`config.mk`:
```
export PLATFORM = sky130hd
export DESIGN_NAME = multicycle_sequencer_flat
export DESIGN_NICKNAME = d
export VERILOG_FILES = /design/src/rtl/multicycle_sequencer_if.sv /design/src/rtl/multicycle_sequencer.sv /design/src/flat_wrapper.sv
export SDC_FILE = /design/constraint.sdc
export NUM_CORES = 1
export LEC_CHECK = 0
export CAP_MARGIN = 15
export CORE_ASPECT_RATIO = 1.1
export CORE_UTILIZATION = 43
export DETAILED_ROUTE_END_ITERATION = 8
export PLACE_DENSITY = 0.75
export SYNTH_ARGS = -nofsm -noshare
export SYNTH_HDL_FRONTEND = slang
export SYNTH_SLANG_ARGS = --single-unit
```
`constraint.sdc`:
```
create_clock -name Clock -period 1.71 [get_ports Clock]
set_input_delay 0.513 -clock Clock [delete_from_list [all_inputs] [get_ports Clock]]
set_output_delay 0.513 -clock Clock [all_outputs]
set_load 0.005 [all_outputs]
```
`src/rtl/multicycle_sequencer_if.sv`:
```
// Control bundle between the multi-cycle sequencer (master) and the CPU datapath (slave).
interface multicycle_sequencer_if;
    logic [3:0] Opcode;
    logic       Zero;
    logic       MemReady;
    logic       PCWrite;
    logic       PCSource;
    logic       IorD;
    logic       MemRead;
    logic       MemWrite;
    logic       IRWrite;
    logic       RegDst;
    logic       MemToReg;
    logic       RegWrite;
    logic       AluSrcA;
    logic [1:0] AluSrcB;
    logic [1:0] ALUOp;
    logic [2:0] State;
    logic       BusError;
    logic       Illegal;

    modport master (
        input  Opcode, Zero, MemReady,
        output PCWrite, PCSource, IorD, MemRead, MemWrite, IRWrite, RegDst,
               MemToReg, RegWrite, AluSrcA, AluSrcB, ALUOp, State, BusError, Illegal
    );
    modport slave (
        output Opcode, Zero, MemReady,
        input  PCWrite, PCSource, IorD, MemRead, MemWrite, IRWrite, RegDst,
               MemToReg, RegWrite, AluSrcA, AluSrcB, ALUOp, State, BusError, Illegal
    );
endinterface

```
`src/rtl/multicycle_sequencer.sv`:
```
// Multi-cycle FSM controller for the 16-bit CPU with bounded memory waits.
// ILLEGAL_TRAP_EN: when defined, an illegal opcode parks the FSM in TRAP until reset.
module multicycle_sequencer #(
    parameter int WAIT_TIMEOUT = 15
) (
    input  logic                    Clock,
    input  logic                    ResetN,
    multicycle_sequencer_if.master  bus
);
    localparam int CW = $clog2(WAIT_TIMEOUT + 1);

    typedef enum logic [2:0] {
        FETCH = 3'd0, DECODE = 3'd1, EXEC = 3'd2, MEM_RD = 3'd3,
        MEM_WR = 3'd4, WB = 3'd5, BRANCH = 3'd6, TRAP = 3'd7
    } state_e;

    typedef enum logic [2:0] {
        C_R = 3'd0, C_I = 3'd1, C_LW = 3'd2, C_SW = 3'd3, C_BEQ = 3'd4, C_ILL = 3'd5
    } cls_e;

    function automatic cls_e classify(input logic [3:0] op);
        case (op)
            4'b0000, 4'b0010, 4'b0011, 4'b0100,
            4'b0110, 4'b0111, 4'b1100:          classify = C_R;
            4'b0001, 4'b0101, 4'b1101:          classify = C_I;
            4'b1000:                            classify = C_LW;
            4'b1001:                            classify = C_SW;
            4'b1111:                            classify = C_BEQ;
            default:                            classify = C_ILL;
        endcase
    endfunction

    state_e        state_q, state_d;
    cls_e          cls_q, cls_d;
    logic [CW-1:0] cnt_q, cnt_d;
    logic          bus_err_q, bus_err_d;
    logic          illegal_q, illegal_d;
    logic          run_q, run_d;
    logic          mem_state, timeout;

    always_ff @(posedge Clock or negedge ResetN) begin
        if (!ResetN) begin
            state_q   <= FETCH;
            cls_q     <= C_R;
            cnt_q     <= '0;
            bus_err_q <= 1'b0;
            illegal_q <= 1'b0;
            run_q     <= 1'b0;
        end else begin
            state_q   <= state_d;
            cls_q     <= cls_d;
            cnt_q     <= cnt_d;
            bus_err_q <= bus_err_d;
            illegal_q <= illegal_d;
            run_q     <= run_d;
        end
    end

    assign mem_state = (state_q == FETCH) || (state_q == MEM_RD) || (state_q == MEM_WR);
    assign timeout   = mem_state && !bus.MemReady && (cnt_q == CW'(WAIT_TIMEOUT));

    // run_q holds the FSM idle for the first cycle after reset release
    always_comb begin
        state_d   = state_q;
        cls_d     = cls_q;
        cnt_d     = '0;
        bus_err_d = 1'b0;
        run_d     = 1'b1;
`ifdef ILLEGAL_TRAP_EN
        illegal_d = illegal_q;
`else
        illegal_d = 1'b0;
`endif
        if (run_q) begin
            case (state_q)
                FETCH:  if (bus.MemReady) state_d = DECODE;
                DECODE: begin
                    cls_d = classify(bus.Opcode);
                    case (cls_d)
                        C_BEQ:   state_d = BRANCH;
                        C_ILL: begin
                            illegal_d = 1'b1;
`ifdef ILLEGAL_TRAP_EN
                            state_d   = TRAP;
`else
                            state_d   = FETCH;
`endif
                        end
                        default: state_d = EXEC;
                    endcase
                end
                EXEC: begin
                    if (cls_q == C_LW)      state_d = MEM_RD;
                    else if (cls_q == C_SW) state_d = MEM_WR;
                    else                    state_d = WB;
                end
                MEM_RD: if (bus.MemReady) state_d = WB;
                MEM_WR: if (bus.MemReady) state_d = FETCH;
                TRAP:   state_d = TRAP;
                default: state_d = FETCH;
            endcase
            // completion beats timeout: timeout already requires MemReady low
            if (timeout) begin
                state_d   = FETCH;
                bus_err_d = 1'b1;
            end else if (mem_state && !bus.MemReady) begin
                cnt_d = cnt_q + CW'(1);
            end
        end
    end

    always_comb begin
        bus.PCWrite  = 1'b0;
        bus.PCSource = 1'b0;
        bus.IorD     = 1'b0;
        bus.MemRead  = 1'b0;
        bus.MemWrite = 1'b0;
        bus.IRWrite  = 1'b0;
        bus.RegDst   = 1'b0;
        bus.MemToReg = 1'b0;
        bus.RegWrite = 1'b0;
        bus.AluSrcA  = 1'b0;
        bus.AluSrcB  = 2'b00;
        bus.ALUOp    = 2'b00;
        if (run_q) begin
            case (state_q)
                FETCH: begin
                    bus.MemRead = 1'b1;
                    bus.AluSrcB = 2'b01;
                    bus.IRWrite = bus.MemReady;
                    bus.PCWrite = bus.MemReady;
                end
                DECODE: bus.AluSrcB = 2'b11;
                EXEC: begin
                    bus.AluSrcA = 1'b1;
                    if (cls_q == C_R) begin
                        bus.ALUOp = 2'b10;
                    end else if (cls_q == C_I) begin
                        bus.AluSrcB = 2'b10;
                        bus.ALUOp   = 2'b11;
                    end else begin
                        bus.AluSrcB = 2'b10;
                    end
                end
                MEM_RD: begin
                    bus.IorD    = 1'b1;
                    bus.MemRead = 1'b1;
                end
                MEM_WR: begin
                    bus.IorD     = 1'b1;
                    bus.MemWrite = 1'b1;
                end
                WB: begin
                    bus.RegWrite = 1'b1;
                    bus.RegDst   = (cls_q == C_R);
                    bus.MemToReg = (cls_q == C_LW);
                end
                BRANCH: begin
                    bus.AluSrcA  = 1'b1;
                    bus.ALUOp    = 2'b01;
                    bus.PCSource = 1'b1;
                    bus.PCWrite  = bus.Zero;
                end
                default: ;
            endcase
        end
    end

    assign bus.State    = state_q;
    assign bus.BusError = bus_err_q;
    assign bus.Illegal  = illegal_q;
endmodule

```
`src/flat_wrapper.sv`:
```
// flat-port wrapper written by rule: the top's interface ports become plain ports
module multicycle_sequencer_flat 
#(
    parameter int WAIT_TIMEOUT = 15
)
  (Clock, ResetN, bus_Opcode, bus_Zero, bus_MemReady, bus_PCWrite, bus_PCSource, bus_IorD, bus_MemRead, bus_MemWrite, bus_IRWrite, bus_RegDst, bus_MemToReg, bus_RegWrite, bus_AluSrcA, bus_AluSrcB, bus_ALUOp, bus_State, bus_BusError, bus_Illegal);
  multicycle_sequencer_if bus_i ();
  input  logic Clock;
  input  logic ResetN;
  input wire logic [$bits(bus_i.Opcode)-1:0] bus_Opcode;
  input wire logic [$bits(bus_i.Zero)-1:0] bus_Zero;
  input wire logic [$bits(bus_i.MemReady)-1:0] bus_MemReady;
  output wire logic [$bits(bus_i.PCWrite)-1:0] bus_PCWrite;
  output wire logic [$bits(bus_i.PCSource)-1:0] bus_PCSource;
  output wire logic [$bits(bus_i.IorD)-1:0] bus_IorD;
  output wire logic [$bits(bus_i.MemRead)-1:0] bus_MemRead;
  output wire logic [$bits(bus_i.MemWrite)-1:0] bus_MemWrite;
  output wire logic [$bits(bus_i.IRWrite)-1:0] bus_IRWrite;
  output wire logic [$bits(bus_i.RegDst)-1:0] bus_RegDst;
  output wire logic [$bits(bus_i.MemToReg)-1:0] bus_MemToReg;
  output wire logic [$bits(bus_i.RegWrite)-1:0] bus_RegWrite;
  output wire logic [$bits(bus_i.AluSrcA)-1:0] bus_AluSrcA;
  output wire logic [$bits(bus_i.AluSrcB)-1:0] bus_AluSrcB;
  output wire logic [$bits(bus_i.ALUOp)-1:0] bus_ALUOp;
  output wire logic [$bits(bus_i.State)-1:0] bus_State;
  output wire logic [$bits(bus_i.BusError)-1:0] bus_BusError;
  output wire logic [$bits(bus_i.Illegal)-1:0] bus_Illegal;
  assign bus_i.Opcode = bus_Opcode;
  assign bus_i.Zero = bus_Zero;
  assign bus_i.MemReady = bus_MemReady;
  assign bus_PCWrite = bus_i.PCWrite;
  assign bus_PCSource = bus_i.PCSource;
  assign bus_IorD = bus_i.IorD;
  assign bus_MemRead = bus_i.MemRead;
  assign bus_MemWrite = bus_i.MemWrite;
  assign bus_IRWrite = bus_i.IRWrite;
  assign bus_RegDst = bus_i.RegDst;
  assign bus_MemToReg = bus_i.MemToReg;
  assign bus_RegWrite = bus_i.RegWrite;
  assign bus_AluSrcA = bus_i.AluSrcA;
  assign bus_AluSrcB = bus_i.AluSrcB;
  assign bus_ALUOp = bus_i.ALUOp;
  assign bus_State = bus_i.State;
  assign bus_BusError = bus_i.BusError;
  assign bus_Illegal = bus_i.Illegal;
  multicycle_sequencer #(.WAIT_TIMEOUT(WAIT_TIMEOUT)) u_core (.Clock(Clock), .ResetN(ResetN), .bus(bus_i));
endmodule
```
Yosys cells after proc, flatten, opt, wreduce, memory -nomap -nowiden. Memories as Yosys holds them, arrays and structs flattened. Cells that the tools add are included.

Logic and storage cells: 81. Memories kept: 1. Input port bits: 8. Register bits after elaboration: 13. Output and inout port bits: 19. ROM bits: 48.

Reduce and logical (&&, ||, !) cells: 12. Equality and inequality tests: 16. $add $sub $neg: 1. Multiplexer cells: 45.

Memory list: (name not given) (depth 16, bits a word 3, rd ports 1, clocked after memory_dff 0, wr ports 0, line multicycle_sequencer.sv:22) `case (op)`.

Operators with widths (number): $mux W1 (25); $mux W3 (7); $eq A3 B3 Y1 const B (6); $pmux W3 S6 (1); $eq A3 B2 Y1 const B (4); $mux W4 (3); $mux W2 (5); $ne A3 B2 Y1 const B (3); $eq A3 B1 Y1 const B (2); $logic_not A3 Y1 (2); $pmux W2 S3 (1); $pmux W3 S2 (1); $reduce_or A2 Y1 (3); $add A4 B1 Y4 const B (1); $eq A4 B4 Y1 const B (1); $pmux W2 S2 (1); $reduce_and A4 Y1 (1); $logic_and A1 B1 Y1 (2); $logic_or A1 B1 Y1 (2); $pmux W1 S2 (1); $reduce_and A2 Y1 (1); $logic_not A1 Y1 (1).

Logic depth before layout (Yosys ltp). Gate-level depths: netlist (run 1).

Depth after elaboration: 7. Gate-level depth with buffers: 6. Mapped depth without buffers: 6.

Least setup slack after synthesis (run 1). OpenSTA, ideal clock, no wires.

Path type: reg2out. From: register u_core.state_q[2] (netlist: u_core.bus.State[2]). To: output bus_PCWrite. Buffers on the path: 2. Arrival: 1266 ps. Data required time: 1197 ps. Cell stages (with the launch flop): 6. Path slack: -69 ps. Path through: dfrtp_1 -> buf_4 -> nand2b_1 -> buf_2 -> nor4b_2 -> a21o_1.

Word-level cells in the longest chain between the ends: 3. Elaborated cells between the ends (all ways): 4. Those cells by class: 1 x eq/ne; 2 x mux; 1 x reduce/logical.

RTL lines: from (decl) (line multicycle_sequencer.sv:33) `state_e state_q, state_d;`; from (signal assigned) (line multicycle_sequencer.sv:50) `state_q <= state_d;`; $eq A3 B3 Y1 or $logic_not A3 Y1 (tied branches) (line multicycle_sequencer.sv:126) `case (state_q)`; $pmux W1 S2 * (line multicycle_sequencer.sv:126); $mux W1 * (line multicycle_sequencer.sv:125) `if (run_q) begin`; to (decl) (line flat_wrapper.sv:13) `output wire logic [$bits(bus_i.PCWrite)-1:0] bus_PCWrite;`.

Every way passes the cells marked *; elsewhere a longest branch is shown, timed or not.

Worst setup path after layout (run 1).
From: register u_core.state_q[0] (netlist: u_core.bus.State[0]). To: output bus_AluSrcB[1].

Word-level cells in the longest chain between the ends: 3. Elaborated cells between the ends (all ways): 5. Those cells by class: 2 x eq/ne; 2 x mux; 1 x reduce/logical.

RTL lines: $eq A3 B2 Y1 (tied with other cells) (line multicycle_sequencer.sv:126); $pmux W2 S3 * (line multicycle_sequencer.sv:126); $mux W2 * (line multicycle_sequencer.sv:125); to (decl) (line flat_wrapper.sv:23) `output wire logic [$bits(bus_i.AluSrcB)-1:0] bus_AluSrcB;`.

Marks and branches as above.

==> run metrics, run 1 <==
TNS Setup -3.572 ns; largest net degree at the start of global routing 14; CTS Root Cell clkbuf_4; die height 48.86 µm; core box area 1822 µm²; Sw Share 44.47%; design area 1742 µm²; total die area 2179 µm²; library cells used by synthesis 35; overall routing resource usage 32.98%; Yosys warnings 0; crit start category register; Area growth syn-to-layout 102.9%; count of final setup violators 22; Tmin final 2.092 ns; DRT Pass-1 Iters 4; Area contributors post-synth dfrtp_1 38%, nor2_1 5.7%, ha_1 4.4%, a21oi_1 4.1%, o21ai_0 4.1%; EDFF count, synth 0; Post-DRT Antenna Nets 0; Top FF cell, synth dfrtp_1; Max Slew Vio Count 0; CTS tree built; final hold vios 0; sequential share of power 16.7%; largest area contributor in the netlist dfrtp_1; worst flop-to-flop path endpoint u_core.cnt_q[1]; setup slack after layout -0.3822 ns; DRC violations left 0; GR Overflow Total 0; RSZ-0062 raised after global routing true; Final Skew 0.02967 ns; clock power share 7.6%; placed cell areas 1319 µm²; R2R Setup Slk -0.10 ns; Crit path arrival time 1.58 ns; Ant. Diodes 0; Nets 188; clock latency on the worst-skew pair 0.31 ns; initial antenna violation count 0; GP Congestion 0.8876; dpl ws -0.6063 ns; WS Path Type register to output port; FF-to-FF Start u_core.bus.State[1]; first-pass GRT wire length 5292 µm; Die X 44.60 µm; Clock Path Buffers 2; Max Freq 0.4780 GHz; CP endpoint bus_AluSrcB[1]; maxcap violations 0; WP data required 1.20 ns; DR vias 1231; Initial Util 47.12%; Leak 0.8541 nW; TritonCTS Buffers 3; Post-Syn Instances 99; syn_nets 110; Seq cells post-synth 13; initial DRC count 105; H-tree depth 1; Reg clk slew, reported paths 0.11 ns; Syn Std Cell Area 858.3 µm²; drt wl/cell 23.04 µm; IO Port Bufs 26; NetSw 1.264 mW; crit path max fanout 4; sequential share of the synthesized area 37.90%; Mean Syn Cell Area 8.670 µm²; CTS Sinks 13; failing checks setup timing; Pwr Total 2.843 mW; area share of the largest cell type after synthesis 37.90%; Power Internal 1.579 mW; I/O pins 27; Crit. Startpoint u_core.bus.State[0]; Detail Placement HPWL 1602 µm; worst min path class register to register; vias per cell 6.064; Critical Path Sink Type output port; # hold bufs at CTS 0; combinational power share 75.7%; site row count 16; FF-to-FF path depth 8; PD cells 1632 nW/µm²; Synth top cells by count 13 x dfrtp_1, 13 x nor2_1, 7 x a21oi_1, 7 x o21ai_0; Final Cycle Share 122.4%; DRT Wirelength 4678 µm; vias in the first global route 1122; status finished, violations left; asr flop ratio synth 100.0%; Max VDD drop 1.204 mV; share of cells above drive strength 1 59.09%
==> cells in the final DEF, fill, tap and decap left out, drive strengths merged, types with 3 or more instances in the layout <==
master         Yosys  layout
inv                6       6
nand2b             4       4
buf                4      65
dfrtp             13      13
a21oi              7       7
nor2              13      13
nor2b              5       5
nor3               3       3
o21ai              7       7
clkbuf             0       6
ha                 3       3
clkdlybuf4s50      0       7
nand2              6       6
nand3              3       3
==> state kept, by name, indices dropped and copies added (netlist names) <==
name and flops:
u_core.cnt_q 4, u_core.run_q 1, u_core.cls_q 3, u_core.bus.BusError 1
u_core.bus.State 3, u_core.bus.Illegal 1
==> per-layer routing <==
layer,vias up,part of all wire (%),track usage (%)
li1,503,-,-
met1,573,36,37.56
met2,121,47,56.62
met3,34,10,7.778
met4,0,6.9,14.65
met5,-,0,0
==> worst max-delay path, cell delays in order (launching register included) <==
cell and delay, ns:
dfrtp_2 0.48, nor2b_4 0.16, buf_6 0.13, buf_6 0.10
o31ai_2 0.05, a21oi_1 0.19, buf_2 0.15
==> kinds of logic after synthesis <==
family,Yosys count,synth area share (%)
buffers and inverters,10,5.247
other,1,0.4369
XOR/XNOR,2,2.041
AO/OA/AOI/OAI,25,18.66
flip-flops,13,37.90
AND/OR/NAND/NOR,45,31.34
adder cells (fa/ha/maj),3,4.374
==> worst min path at each step <==
stage                    start  cells past startpoint  slack [ns]                  end
2_1_floorplan           ResetN                      0        0.22  u_core.bus.BusError
6_report       u_core.cnt_q[0]                      1        0.54      u_core.cnt_q[0]
3_5_place_dp   u_core.cnt_q[0]                      1        0.50      u_core.cnt_q[0]
5_1_grt                 ResetN                      2        0.56  u_core.bus.State[0]
4_1_cts        u_core.cnt_q[0]                      1        0.51      u_core.cnt_q[0]
3_3_place_gp   u_core.cnt_q[0]                      1        0.49      u_core.cnt_q[0]
==> what timing repair did <==
item,CTS,global route
buffers inserted,17,12
gates cloned,1,0
resized for setup,91,40
pin swaps,10,13
endpoints found under the setup margin,18,24
==> cell type report <==
class,count,area (µm²)
Inverter,6,22.52
Fill cell,45,80.08
Clock buffer,4,26.28
Sequential cell,13,326.6
Timing Repair Buffer,77,660.6
Tap cell,27,33.78
Multi-Input combinational cell,76,671.9
==> metrics by stage <==
| stage | utilization (%) | hold slack, ns | cells |
|---|---|---|---|
| final | 95.60 | 0.5374 | 203 |
| after global routing | 95.60 | 0.5642 | 203 |
| after CTS | 84.07 | 0.5135 | 194 |
| after detailed placement | 72.39 | 0.5032 | 172 |
| after global placement | 72.39 | 0.4864 | 172 |
| after floorplan | - | 0.2174 | 99 |
==> power groups by stage <==
stage | Clock (mW) | Combinational, mW | Sequential (mW)
after floorplan | 0 | 0.532 | 0.470
after global placement | 0 | 1.08 | 0.436
after detailed placement | 0 | 1.10 | 0.442
after CTS | 0.192 | 1.49 | 0.455
after global routing | 0.226 | 2.21 | 0.478
final | 0.215 | 2.15 | 0.475
Note: power is estimated with default switching activity, not from simulation.
==> run 2: changes to the inputs <==
Settings changed: CAP_MARGIN 15 to 40, SETUP_SLACK_MARGIN set to 0.4.
==> run 2 against run 1 <==
Effect of this change:
- the flow still finishes with violations (setup timing)
- clock power fell by 6%
- first-iteration DRC count fell by 39%
- maximum frequency fell by 0.61%
- core utilization fell by 0.55 points
- setup slack got worse by 0.013 ns
- register-to-register slack barely moved
- flip-flop and latch count did not move
- wire length rose by 3.7%
- global-route usage rose by 3.0 points
- non-clock buffer count fell by 7
- critical path depth did not move
- final area fell by 0.57%
==> run metrics, run 2 (synthesis results as in run 1) <==
crit start category register; Sw Share 44.82% (+0.36 points); final hold vios 0 (unchanged); DRC violations left 0 (unchanged); vias in the first global route 1156 (+3.0%); RSZ-0062 raised after global routing true; CTS Root Cell clkbuf_4; Leak 0.8095 nW (-5.2%); vias per cell 6.214 (+2.5%); NetSw 1.274 mW (+0.75%); share of cells above drive strength 1 67.46% (+8.4 points); Nets 181 (-3.7%); status finished, violations left; first-pass GRT wire length 5616 µm (+6.1%); Max Slew Vio Count 0 (unchanged); Pwr Total 2.842 mW (about the same); overall routing resource usage 35.99% (+3.0 points); Initial Util 47.12% (unchanged); Power Internal 1.568 mW (-0.69%); setup slack after layout -0.3950 ns (-0.01282 ns); Post-DRT Antenna Nets 0 (unchanged); Clock Path Buffers 2 (unchanged); crit path max fanout 5 (+1); I/O pins 27 (unchanged); count of final setup violators 19 (-14%); combinational power share 76.3% (+0.6 points); H-tree depth 1 (unchanged); TritonCTS Buffers 3 (unchanged); total die area 2179 µm² (unchanged); Reg with most FFs u_core.cnt_q; met2 WL 2366 µm (+7.0%); Met1 Wirelength 1621 µm (-3.2%); initial antenna violation count 0 (unchanged); DR vias 1218 (-1.1%); DRT Wirelength 4849 µm (+3.7%); commonest non-fill, non-tap cell in the layout buf_4; sequential share of power 16.6% (about the same); GR Overflow Total 0 (unchanged); core box area 1822 µm² (unchanged); WS Path Type register to output port; WP data required 1.20 ns (about the same); CP max stage cell dfrtp_1; CP peak stage delay 0.43 ns (-0.05 ns); met3 WL 418 µm (-11%); Detail Placement HPWL 1985 µm (+24%); Placed Cells 176 (+2.3%); GP Congestion 0.8277 (-6.7%); Crit path arrival time 1.59 ns (about the same); CTS Sinks 13 (unchanged); clock latency on the worst-skew pair 0.30 ns (about the same); Max VDD drop 1.141 mV (-5.2%); PD cells 1641 nW/µm² (+0.53%); maxcap violations 0 (unchanged); CP most frequent cell buf_6; clock power share 7.1% (-0.5 points); final hold slack 0.5157 ns (-0.02173 ns); largest net degree at the start of global routing 14 (unchanged); IO Port Bufs 26 (unchanged); failing checks setup timing; worst min path class input port to asynchronous set/reset pin; initial DRC count 64 (-39%); Final Cycle Share 123.1% (+0.75 points); drt wl/cell 24.74 µm (+7.4%); most frequent cells in the layout 29 x buf_4, 17 x buf_6, 14 x buf_2, 11 x dfrtp_1, 6 x nor2_1; crit-path cells buf_6, buf_6, nor2b_4, a22oi_2, nor2b_1, buf_2; Finished Layout Cells 196 (-3.4%); DR top layer met4; Die X 44.60 µm (unchanged); site row count 16 (unchanged); CTS tree built; die height 48.86 µm (unchanged); Reg clk slew, reported paths 0.09 ns (-0.02 ns); Critical Path Sink Type output port; # hold bufs at CTS 0 (unchanged); Max Freq 0.4751 GHz (-0.61%); Area growth syn-to-layout 101.7%; DRT Pass-1 Iters 4 (unchanged); Final Skew 0.01578 ns (-0.01389 ns); Tmin final 2.105 ns (+0.01282 ns); Ant. Diodes 0 (unchanged); Largest register FFs 4 (unchanged)
## run 2: cell count changes in the layout (fill, tap and decap cells not counted), sizes merged
cell | previous run | this run
buf | 65 | 61
clkdlybuf4s15 | 0 | 2
clkdlybuf4s50 | 7 | 5
dlymetal6s2s | 2 | 0
clkbuf | 6 | 5
## run 2: worst max-delay path, delay by kind of cell, from the launching register on
kind,cells,cell delay [ns]
flip-flops,1,0.43
buffers and inverters,3,0.42
AND/OR/NAND/NOR,2,0.35
AO/OA/AOI/OAI,1,0.09
## run 2: final timing paths
| kind | from | to | slack (ns) | cells past startpoint |
|---|---|---|---|---|
| setup / recovery | u_core.bus.State[1] | bus_IorD | -0.40 | 6 |
| max in group asynchronous | ResetN | u_core.cnt_q[2] | 1.01 | 2 |
| hold / removal | ResetN | u_core.run_q | 0.52 | 2 |
| setup reg to reg | u_core.bus.State[1] | u_core.cnt_q[1] | -0.09 | 7 |
| hold reg to reg | u_core.cnt_q[0] | u_core.cnt_q[0] | 0.52 | 1 |
| min in group Clock | u_core.cnt_q[0] | u_core.cnt_q[0] | 0.52 | 1 |
## run 2: layer usage
metal	GRT usage, %	vias to the layer above
met4	15.66	0
met1	38.85	566
met2	63.97	102
met5	0	-
met3	8.889	56
li1	-	494
## run 2: power groups by stage
stage / Sequential, mW / Combinational [mW] / Clock (mW)
floorplan: 0.481 / 0.574 / 0
global placement: 0.457 / 1.18 / 0
detailed placement: 0.465 / 1.22 / 0
CTS: 0.458 / 1.74 / 0.190
global route: 0.475 / 2.23 / 0.216
finish: 0.472 / 2.17 / 0.202
## run 2: through the flow
| stage | util, % | worst slack (ns) | area [µm²] | TNS, ns |
|---|---|---|---|---|
| 6_report | 95.05 | -0.3950 | 1732 | -3.852 |
| 5_1_grt | 95.05 | -0.4144 | 1732 | -4.252 |
| 4_1_cts | 90.04 | -0.2643 | 1640 | -2.292 |
| 3_5_place_dp | 76.24 | -0.6177 | 1389 | -5.070 |
| 3_3_place_gp | 76.24 | -0.5907 | 1389 | -4.613 |
| 2_1_floorplan | - | 0.05950 | 919.6 | 0 |
## run 2: timing repair
| item | in CTS | in global routing |
|---|---|---|
| pin swaps | 18 | 8 |
| setup buffers | 15 | 1 |
| gates resized for setup | 122 | 21 |
| gates cloned | 0 | 0 |
| endpoints found under the setup margin | 31 | 30 |
## run 2: cell type report
cell class,count,area (µm²)
Inverter,6,25.02
Tap cell,27,33.78
Fill cell,41,90.09
Sequential cell,13,327.8
Timing Repair Buffer,70,580.6
Multi-Input combinational cell,76,738.2
Clock buffer,4,26.28
